--- src/rtl/hazard_ctrl.sv ---
// ---------------------------------------------------------------------------
// hazard_ctrl
//
// Pipeline hazard/stall controller. Produces the hold and flush controls for
// the IF/ID, ID/EX, EX/MEM and MEM/WB pipeline registers. It covers:
//   - load-use hazards: a load in EX whose destination is read by ID
//   - control redirects resolved in EX, with extra IF/ID flush cycles for a
//     registered instruction memory
//   - data-memory wait states, with a bounded wait that raises a sticky
//     timeout flag
//
// Optional feature: define HAZARD_PERF_CNT_EN to build the stall/flush
// performance counters. Without it stall_cnt/flush_cnt are tied to zero and
// no counter flops exist.
//
// Parameters
//   REDIR_EXTRA  extra IF/ID flush cycles after a redirect (0..3)
//   MAX_WAIT     dmem wait cycles before mem_timeout asserts (1..65535)
//
// Ports
//   clk, rst                    clock (rising edge), async active-high reset
//   id_rs1_addr, id_rs2_addr    ID source register addresses
//   id_uses_rs1, id_uses_rs2    ID instruction actually reads rs1 / rs2
//   ex_rd_addr, ex_mem_read     EX destination register, EX is a load
//   ex_redirect                 EX redirects the PC this cycle
//   mem_req, dmem_ready         MEM stage dmem access and its completion
//   pc_hold, ifid_hold          PC / IF/ID keep their values
//   ifid_flush, idex_flush      IF/ID / ID/EX load a bubble
//   idex_hold, exmem_hold       ID/EX / EX/MEM keep their values
//   memwb_flush                 MEM/WB loads a bubble
//   mem_timeout                 sticky: dmem wait exceeded MAX_WAIT
//   stall_cnt, flush_cnt        performance counters (zero unless enabled)
//
// Handshake note: mem_req/dmem_ready follow valid/ready semantics -- an
// access completes on a cycle where both are high; mem_req high with
// dmem_ready low is a wait cycle that freezes the whole pipeline.
// ---------------------------------------------------------------------------
module hazard_ctrl #(
  parameter int unsigned REDIR_EXTRA = 1,
  parameter int unsigned MAX_WAIT    = 255
) (
  input  logic        clk,
  input  logic        rst,
  input  logic [4:0]  id_rs1_addr,
  input  logic [4:0]  id_rs2_addr,
  input  logic        id_uses_rs1,
  input  logic        id_uses_rs2,
  input  logic [4:0]  ex_rd_addr,
  input  logic        ex_mem_read,
  input  logic        ex_redirect,
  input  logic        mem_req,
  input  logic        dmem_ready,
  output logic        pc_hold,
  output logic        ifid_hold,
  output logic        ifid_flush,
  output logic        idex_flush,
  output logic        idex_hold,
  output logic        exmem_hold,
  output logic        memwb_flush,
  output logic        mem_timeout,
  output logic [31:0] stall_cnt,
  output logic [31:0] flush_cnt
);

  typedef enum logic [1:0] {
    S_RUN   = 2'd0,
    S_REDIR = 2'd1,
    S_MWAIT = 2'd2
  } state_t;

  localparam logic [1:0]  REDIR_LOAD = REDIR_EXTRA[1:0];
  // wait_cnt holds the number of wait cycles already completed, so the
  // cycle that reaches MAX_WAIT is the one where wait_cnt == MAX_WAIT-1.
  localparam logic [15:0] WAIT_LAST  = 16'(MAX_WAIT - 1);

  state_t      state_q, state_d;
  logic [1:0]  redir_cnt_q, redir_cnt_d;
  logic [15:0] wait_cnt_q, wait_cnt_d;
  logic        timeout_q, timeout_d;

  logic mem_wait;
  logic rs1_hit;
  logic rs2_hit;
  logic loaduse;

  assign mem_wait = mem_req & ~dmem_ready;
  assign rs1_hit  = id_uses_rs1 & (id_rs1_addr == ex_rd_addr);
  assign rs2_hit  = id_uses_rs2 & (id_rs2_addr == ex_rd_addr);
  assign loaduse  = ex_mem_read & (ex_rd_addr != 5'd0) & (rs1_hit | rs2_hit);

  // -------------------------------------------------------------------------
  // State register
  // -------------------------------------------------------------------------
  always_ff @(posedge clk or posedge rst) begin
    if (rst) begin
      state_q     <= S_RUN;
      redir_cnt_q <= 2'd0;
      wait_cnt_q  <= 16'd0;
      timeout_q   <= 1'b0;
    end else begin
      state_q     <= state_d;
      redir_cnt_q <= redir_cnt_d;
      wait_cnt_q  <= wait_cnt_d;
      timeout_q   <= timeout_d;
    end
  end

  // -------------------------------------------------------------------------
  // Next-state logic
  // -------------------------------------------------------------------------
  always_comb begin
    state_d     = state_q;
    redir_cnt_d = redir_cnt_q;
    wait_cnt_d  = wait_cnt_q;
    timeout_d   = timeout_q;

    if (mem_wait) begin
      // Whole pipe frozen; redirect/load-use re-present once the wait clears.
      state_d = S_MWAIT;
      if (wait_cnt_q != 16'hFFFF) begin
        wait_cnt_d = wait_cnt_q + 16'd1;
      end
      if (wait_cnt_q == WAIT_LAST) begin
        timeout_d = 1'b1;
      end
    end else begin
      wait_cnt_d = 16'd0;
      if (ex_redirect) begin
        // A redirect in S_REDIR lands here too and reloads the counter.
        if (REDIR_EXTRA > 0) begin
          state_d     = S_REDIR;
          redir_cnt_d = REDIR_LOAD;
        end else begin
          state_d = S_RUN;
        end
      end else if (state_q == S_REDIR) begin
        redir_cnt_d = redir_cnt_q - 2'd1;
        state_d     = (redir_cnt_q <= 2'd1) ? S_RUN : S_REDIR;
      end else begin
        // S_RUN, or S_MWAIT with the wait released: load-use keeps us in RUN.
        state_d = S_RUN;
      end
    end
  end

  // -------------------------------------------------------------------------
  // Output logic (combinational, forced low while reset is asserted)
  // -------------------------------------------------------------------------
  always_comb begin
    pc_hold     = 1'b0;
    ifid_hold   = 1'b0;
    ifid_flush  = 1'b0;
    idex_flush  = 1'b0;
    idex_hold   = 1'b0;
    exmem_hold  = 1'b0;
    memwb_flush = 1'b0;

    if (!rst) begin
      if (mem_wait) begin
        pc_hold     = 1'b1;
        ifid_hold   = 1'b1;
        idex_hold   = 1'b1;
        exmem_hold  = 1'b1;
        memwb_flush = 1'b1;
      end else if (ex_redirect) begin
        ifid_flush = 1'b1;
        idex_flush = 1'b1;
      end else if (state_q == S_REDIR) begin
        // ID holds a bubble here, so any apparent load-use is ignored.
        ifid_flush = 1'b1;
      end else if (loaduse) begin
        pc_hold    = 1'b1;
        ifid_hold  = 1'b1;
        idex_flush = 1'b1;
      end
    end
  end

  assign mem_timeout = timeout_q;

  // -------------------------------------------------------------------------
  // Performance counters
  // -------------------------------------------------------------------------
`ifdef HAZARD_PERF_CNT_EN
  logic [31:0] stall_cnt_q;
  logic [31:0] flush_cnt_q;

  always_ff @(posedge clk or posedge rst) begin
    if (rst) begin
      stall_cnt_q <= 32'd0;
      flush_cnt_q <= 32'd0;
    end else begin
      if (pc_hold) begin
        stall_cnt_q <= stall_cnt_q + 32'd1;
      end
      if (idex_flush | ifid_flush) begin
        flush_cnt_q <= flush_cnt_q + 32'd1;
      end
    end
  end

  assign stall_cnt = stall_cnt_q;
  assign flush_cnt = flush_cnt_q;
`else
  assign stall_cnt = 32'd0;
  assign flush_cnt = 32'd0;
`endif

endmodule

--- config.mk ---
export PLATFORM = sky130hd
export DESIGN_NAME = hazard_ctrl
export DESIGN_NICKNAME = d
export VERILOG_FILES = /design/src/rtl/hazard_ctrl.sv
export SDC_FILE = /design/constraint.sdc
export NUM_CORES = 1
export LEC_CHECK = 0
export ABC_AREA = 0
export BUFFER_PORTS_ARGS = -buffer_cell sky130_fd_sc_hd__buf_2
export CAP_MARGIN = 20
export CORE_MARGIN = 2
export CORE_UTILIZATION = 40
export CTS_CLUSTER_DIAMETER = 120
export CTS_CLUSTER_SIZE = 8
export DETAILED_ROUTE_END_ITERATION = 16
export PLACE_DENSITY_LB_ADDON = 0.12
export SYNTH_ARGS = -nofsm -noshare
export SYNTH_HDL_FRONTEND = slang
export SYNTH_SLANG_ARGS = --single-unit
--- constraint.sdc ---
create_clock -name clk -period 1.8 [get_ports clk]
set_input_delay 0.09 -clock clk [delete_from_list [all_inputs] [get_ports clk]]
set_output_delay 0.09 -clock clk [all_outputs]
set_load 0.03 [all_outputs]
==> metrics.yaml, run 1 <==
cells_and_area:
  final_common_cell: "conb_1"
  fin_area_um2: 1896
  diodes: 0
  final_cells: 304
  final_net_count: 279
  finalCoreUtilization_pct: 42.65
  layout_common_cells: "conb_1, buf_2, dfrtp_1"
  drive_gt1_share_pct: 21.83
  area_growth_pct: 1.000
sta:
  finalWorstSetupSlack_ns: 0.1405
  rsz0062_at_grt: "no"
  finalSetupViolations: 0
  fin_skew_ns: 0.0009615
  timing.fmax_mhz: 602.6
  drv_slew: 0
  finalCritPeriodShare_pct: 92.20
  whs_ns: 0.08909
  fin_crit_ns: 1.660
  hold_violations: 0
  tns_ns: 0
worst_setup_path:
  reg2reg_from: "wait_cnt_q[5]"
  path_cells: "and3_1 > nand4_4 > or4_1 > and3_1"
  cp_data_arrival_time_ns: 1.82
  cpMaxStageDelayCell: "or4_1"
  end_kind: "flop"
  cp_data_required_time_ns: 1.96
  startpoint_type: "flop"
  slowest_delay_ns: 0.48
  regToRegEndpoint: "wait_cnt_q[15]"
  r2r_cells: 4
  cp_common_cell: "and3_1"
  crit_fanout: 7
  crit_type: "flop to flop"
  crit_end: "wait_cnt_q[15]"
  crit_start: "wait_cnt_q[5]"
  reg2reg_slack_ns: 0.14
logic_synthesis:
  synth-edff-count: 0
  synth_area_per_cell_um2: 8.531
  ys_types: 43
  synthFlopType: "dfrtp_1"
  syn_area_um2: 1877
  yosys_warnings: 0
  synth_cells: 220
  synth_top_area_share_pct: 28.00
  synth_top_cell_by_area: "dfrtp_1"
  ys_seq_area_share_pct: 28.00
  yosys-top-cells-area: "dfrtp_1, buf_4, xor2_1"
  async_flop_share_pct: 100.0
  synth_seq_cells: 21
cts:
  cts-root-buf: "clkbuf_8"
  worst_skew_pair.late_latency_ns: 0.26
  cts_tree: "built"
  numCtsBuffers: 3
  cts.reportedPaths.clkPinSlew_ns: 0.08
  htree_levels: 1
  ctsLongestPathBuffers: 2
  cts_sinks: 21
hold_path:
  min_path_type: "primary input to flop"
power:
  p_leak_nw: 0.9614
  p_total_mw: 1.115
  peakVddDrop_mv: 0.1983
  powerDensity_nw_per_um2: 588.0
placement:
  gp_congestion: 0.7742
  numPlacedInstances: 298
  dp_slack_ns: 0.1095
  postPlaceCellArea_um2: 1822
  portBuffers: 30
  dpl.hpwl_um: 2589
global_route:
  overflow: 0
  grt_max_degree: 22
  grt_use_total_pct: 13.01
  grt_pass1_vias: 1189
  grt_antenna_before_repair: 0
  grt_pass1_wl_um: 5464
run:
  drv_cap: 0
floorplanning:
  top_level_ports: 95
  die_h_um: 72.50
  dieWidth_um: 72.50
  coreArea_um2: 4444
  start_util_pct: 42.23
  dieArea_um2: 5256
  fp-row-count: 24
drt:
  drt_iter0_markers: 75
  ant_nets: 0
  drc_errors: 0
  viasPerCell: 4.589
  vias: 1395
  wire_per_inst_um: 11.05
  finalWirelength_um: 3358
  first_pass_iters: 4
run_status:
  status: "finished clean"
-- cells in the mapped netlist, drive strengths merged (5+ instances only) --
master	instances
nor2	12
o21ai	8
nand4	8
nor3	8
dfrtp	21
inv	9
nand2	9
a21oi	8
nor4	6
nand3	5
xor2	8
buf	71
-- logic make-up (layout without fill, tap and decap cells) --
family	after synthesis	count (layout)	share of synthesized area, %
AOI/OAI and AO/OA	32	32	10.73
xor gates and xnor gates	11	11	5.134
adders and majority gates	3	3	2.000
buffers and inverters	84	53	31.80
DFF	21	21	28.00
muxes	1	1	0.5334
other	1	64	0.1998
and+or+nand+nor	67	67	21.60
-- power breakdown --
part | switching [mW] | internal [mW]
Clock | 0.158 | 0.154
Sequential | 0.00552 | 0.480
Combinational | 0.260 | 0.0566
Total | 0.423 | 0.691
-- worst min-delay path by stage --
stage	end	start	slack, ns	cells after the start
after floorplan	mem_timeout	rst	0.07	1
after global placement	wait_cnt_q[2]	rst	0.18	3
after detailed placement	wait_cnt_q[2]	rst	0.18	3
after CTS	redir_cnt_q[1]	ex_redirect	0.09	2
after global routing	redir_cnt_q[1]	ex_redirect	0.10	2
final	redir_cnt_q[1]	ex_redirect	0.09	2
-- critical path, delay by kind of cell, from the launching register on --
| family | cells | cell delay [ns] |
|---|---|---|
| flops | 1 | 0.44 |
| simple gates | 4 | 1.12 |
-- per-layer routing --
layer	GRT usage, %	up-vias	wire length, um
li1	-	694	-
met1	18.28	641	1581
met2	20.08	56	1512
met3	2.917	4	227
met4	3.704	0	36
met5	0	-	0
-- state kept, by name, indices dropped and copies added (netlist names) --
register,flops
wait_cnt_q,16
redir_cnt_q,2
mem_timeout,1
state_q,2
-- cell type report --
cell class | instances | area [um^2]
flip-flops and latches | 21 | 525.5
clock inverters | 1 | 5.005
fillers | 475 | 2549
well taps | 52 | 65.06
clock buffers | 3 | 41.29
multi-input cells | 178 | 1001
inverters | 10 | 37.54
repair buffers | 39 | 220.2
-- timing repair --
action / in CTS / in global routing
endpoints found under the setup margin: 0 / 4
hold endpoints to repair: 21 / 0
setup buffers: 0 / 1
gates resized for setup: 0 / 3
hold buffers: 1 / 0
Note: power is estimated with default switching activity, not from simulation.
==> run 2: changes to the inputs <==
--- a/config.mk
+++ b/config.mk
@@ -13,7 +13,7 @@
 export CTS_CLUSTER_DIAMETER = 120
 export CTS_CLUSTER_SIZE = 8
 export DETAILED_ROUTE_END_ITERATION = 16
-export PLACE_DENSITY_LB_ADDON = 0.12
+export PLACE_DENSITY = 0.81
 export SYNTH_ARGS = -nofsm -noshare
 export SYNTH_HDL_FRONTEND = slang
 export SYNTH_SLANG_ARGS = --single-unit
==> run 2 against run 1 <==
Compared with the run above: largest power group unchanged; count of clock-buffer cells in the layout rose by 1; via count rose by 0.36%; highest routed layer unchanged; design area fell by 0.59%; die area did not move; setup slack got worse by 0.0097 ns; non-clock buffer count fell by 2; combinational power barely moved; critical path depth did not move; largest cell class unchanged; register-to-register slack barely moved; power fell by 0.88%; cell count fell by 0.66%; first-iteration DRC count fell by 20%.
==> metrics.yaml, run 2 (synthesis gave the netlist of run 1 again) <==
run_status:
  status: "finished clean"
floorplanning:
  die_h_um: 72.50
  start_util_pct: 42.23
  dieWidth_um: 72.50
  fp-row-count: 24
  dieArea_um2: 5256
  coreArea_um2: 4444
  top_level_ports: 95
worst_setup_path:
  crit_family: "simple AND/OR/NAND/NOR gates"
  crit_type: "flop to flop"
  end_kind: "flop"
  worst-path-buf-inv: 0
  slowest_delay_ns: 0.48
  cp_data_required_time_ns: 1.95
  path_cells: "and3_2 > nand4_4 > or4_1 > and3_1"
  r2r_cells: 4
  startpoint_type: "flop"
  cpMaxStageDelayCell: "or4_1"
  cp_data_arrival_time_ns: 1.82
  regToRegEndpoint: "wait_cnt_q[15]"
  crit_fanout: 7
  crit_start: "wait_cnt_q[2]"
  reg2reg_slack_ns: 0.13
  reg2reg_from: "wait_cnt_q[2]"
placement:
  dpl.hpwl_um: 2643
  postPlaceCellArea_um2: 1814
  gp_congestion: 0.8759
  dp_slack_ns: 0.05455
  numPlacedInstances: 297
  portBuffers: 30
cts:
  htree_levels: 1
  cts.reportedPaths.clkPinSlew_ns: 0.07
  cts_tree: "built"
  numCtsBuffers: 3
  ctsLongestPathBuffers: 2
  worst_skew_pair.late_latency_ns: 0.26
  post_cts_buffers: 0
  cts_sinks: 21
  cts-root-buf: "clkbuf_8"
cells_and_area:
  area_growth_pct: 0.4001
  final_common_cell: "conb_1"
  final_cells: 302
  fillers: 449
  diodes: 0
  fin_area_um2: 1884
  drive_gt1_share_pct: 20.80
  finalCoreUtilization_pct: 42.40
  layout_common_cells: "conb_1, buf_2, dfrtp_1"
  largest_register_ffs: 16
  final_net_count: 277
  largest-register: "wait_cnt_q"
  top_regs: "wait_cnt_q x16, redir_cnt_q x2, state_q x2"
global_route:
  grt_pass1_wl_um: 5402
  grt_use_total_pct: 12.39
  grt_max_degree: 22
  overflow: 0
  grt_pass1_vias: 1253
  grt_antenna_before_repair: 0
drt:
  finalWirelength_um: 3302
  wire_per_inst_um: 10.93
  viasPerCell: 4.636
  drt_iter0_markers: 60
  first_pass_iters: 4
  ant_nets: 0
  drc_errors: 0
  vias: 1400
hold_path:
  holdPathEnd: "redir_cnt_q[1]"
  whs_path_depth: 2
  worstHoldStart: "ex_redirect"
  min_path_type: "primary input to flop"
power:
  swShare_pct: 37.11
  pwr-share-clk_pct: 27.4
  p_total_mw: 1.105
  p_leak_nw: 0.9517
  power.switching_uw: 409.9
  peakVddDrop_mv: 0.1937
  combPwrFrac_pct: 28.7
  p_seq_share_pct: 44.0
  powerDensity_nw_per_um2: 586.3
  p_int_uw: 694.9
sta:
  drv_slew: 0
  fin_skew_ns: 0.001161
  finalWorstSetupSlack_ns: 0.1308
  timing.fmax_mhz: 599.1
  tns_ns: 0
  hold_violations: 0
  whs_ns: 0.1048
  finalSetupViolations: 0
  rsz0062_at_grt: "no"
  fin_crit_ns: 1.669
  finalCritPeriodShare_pct: 92.73
run:
  drv_cap: 0
[run 2: cell types whose count changed in the layout (fill, tap and decap cells not counted), sizes merged]
cell	before	now
clkbuf	3	4
clkinv	2	1
buf	38	36
[run 2: area by class of cell]
cell class	count	area [um^2]	area share [%]
well taps	52	65.06	3.453
inverters	10	37.54	1.992
repair buffers	37	209.0	11.09
flip-flops and latches	21	525.5	27.89
multi-input cells	178	1002	53.19
clock buffers	4	45.04	2.390
[run 2: power by group through the flow]
stage	combinational [mW]	clock [mW]	sequential [mW]
5_1_grt	0.341	0.322	0.487
4_1_cts	0.316	0.311	0.486
6_report	0.317	0.302	0.486
3_3_place_gp	0.308	0	0.495
3_5_place_dp	0.313	0	0.495
2_1_floorplan	0.367	0	0.494
[run 2: worst max path at each step]
| stage | to | cells after the start |
|---|---|---|
| after floorplan | wait_cnt_q[14] | 6 |
| after global placement | wait_cnt_q[1] | 6 |
| after detailed placement | wait_cnt_q[4] | 6 |
| after CTS | wait_cnt_q[4] | 6 |
| after global routing | wait_cnt_q[4] | 6 |
| final | wait_cnt_q[15] | 4 |
[run 2: repair_timing]
action / 4_1_cts / 5_1_grt
resized for setup: 0 / 5
hold buffers: 1 / 0
hold endpoints to repair: 21 / 0
endpoints found under the setup margin: 0 / 9
[run 2: routing by layer]
layer | track usage [%] | up-vias | share of wire, %
met2 | 21.92 | 57 | 51
met4 | 2.058 | 0 | 0.61
met1 | 15.67 | 651 | 42
met5 | 0 | - | 0
li1 | - | 688 | -
met3 | 2.778 | 4 | 6.2
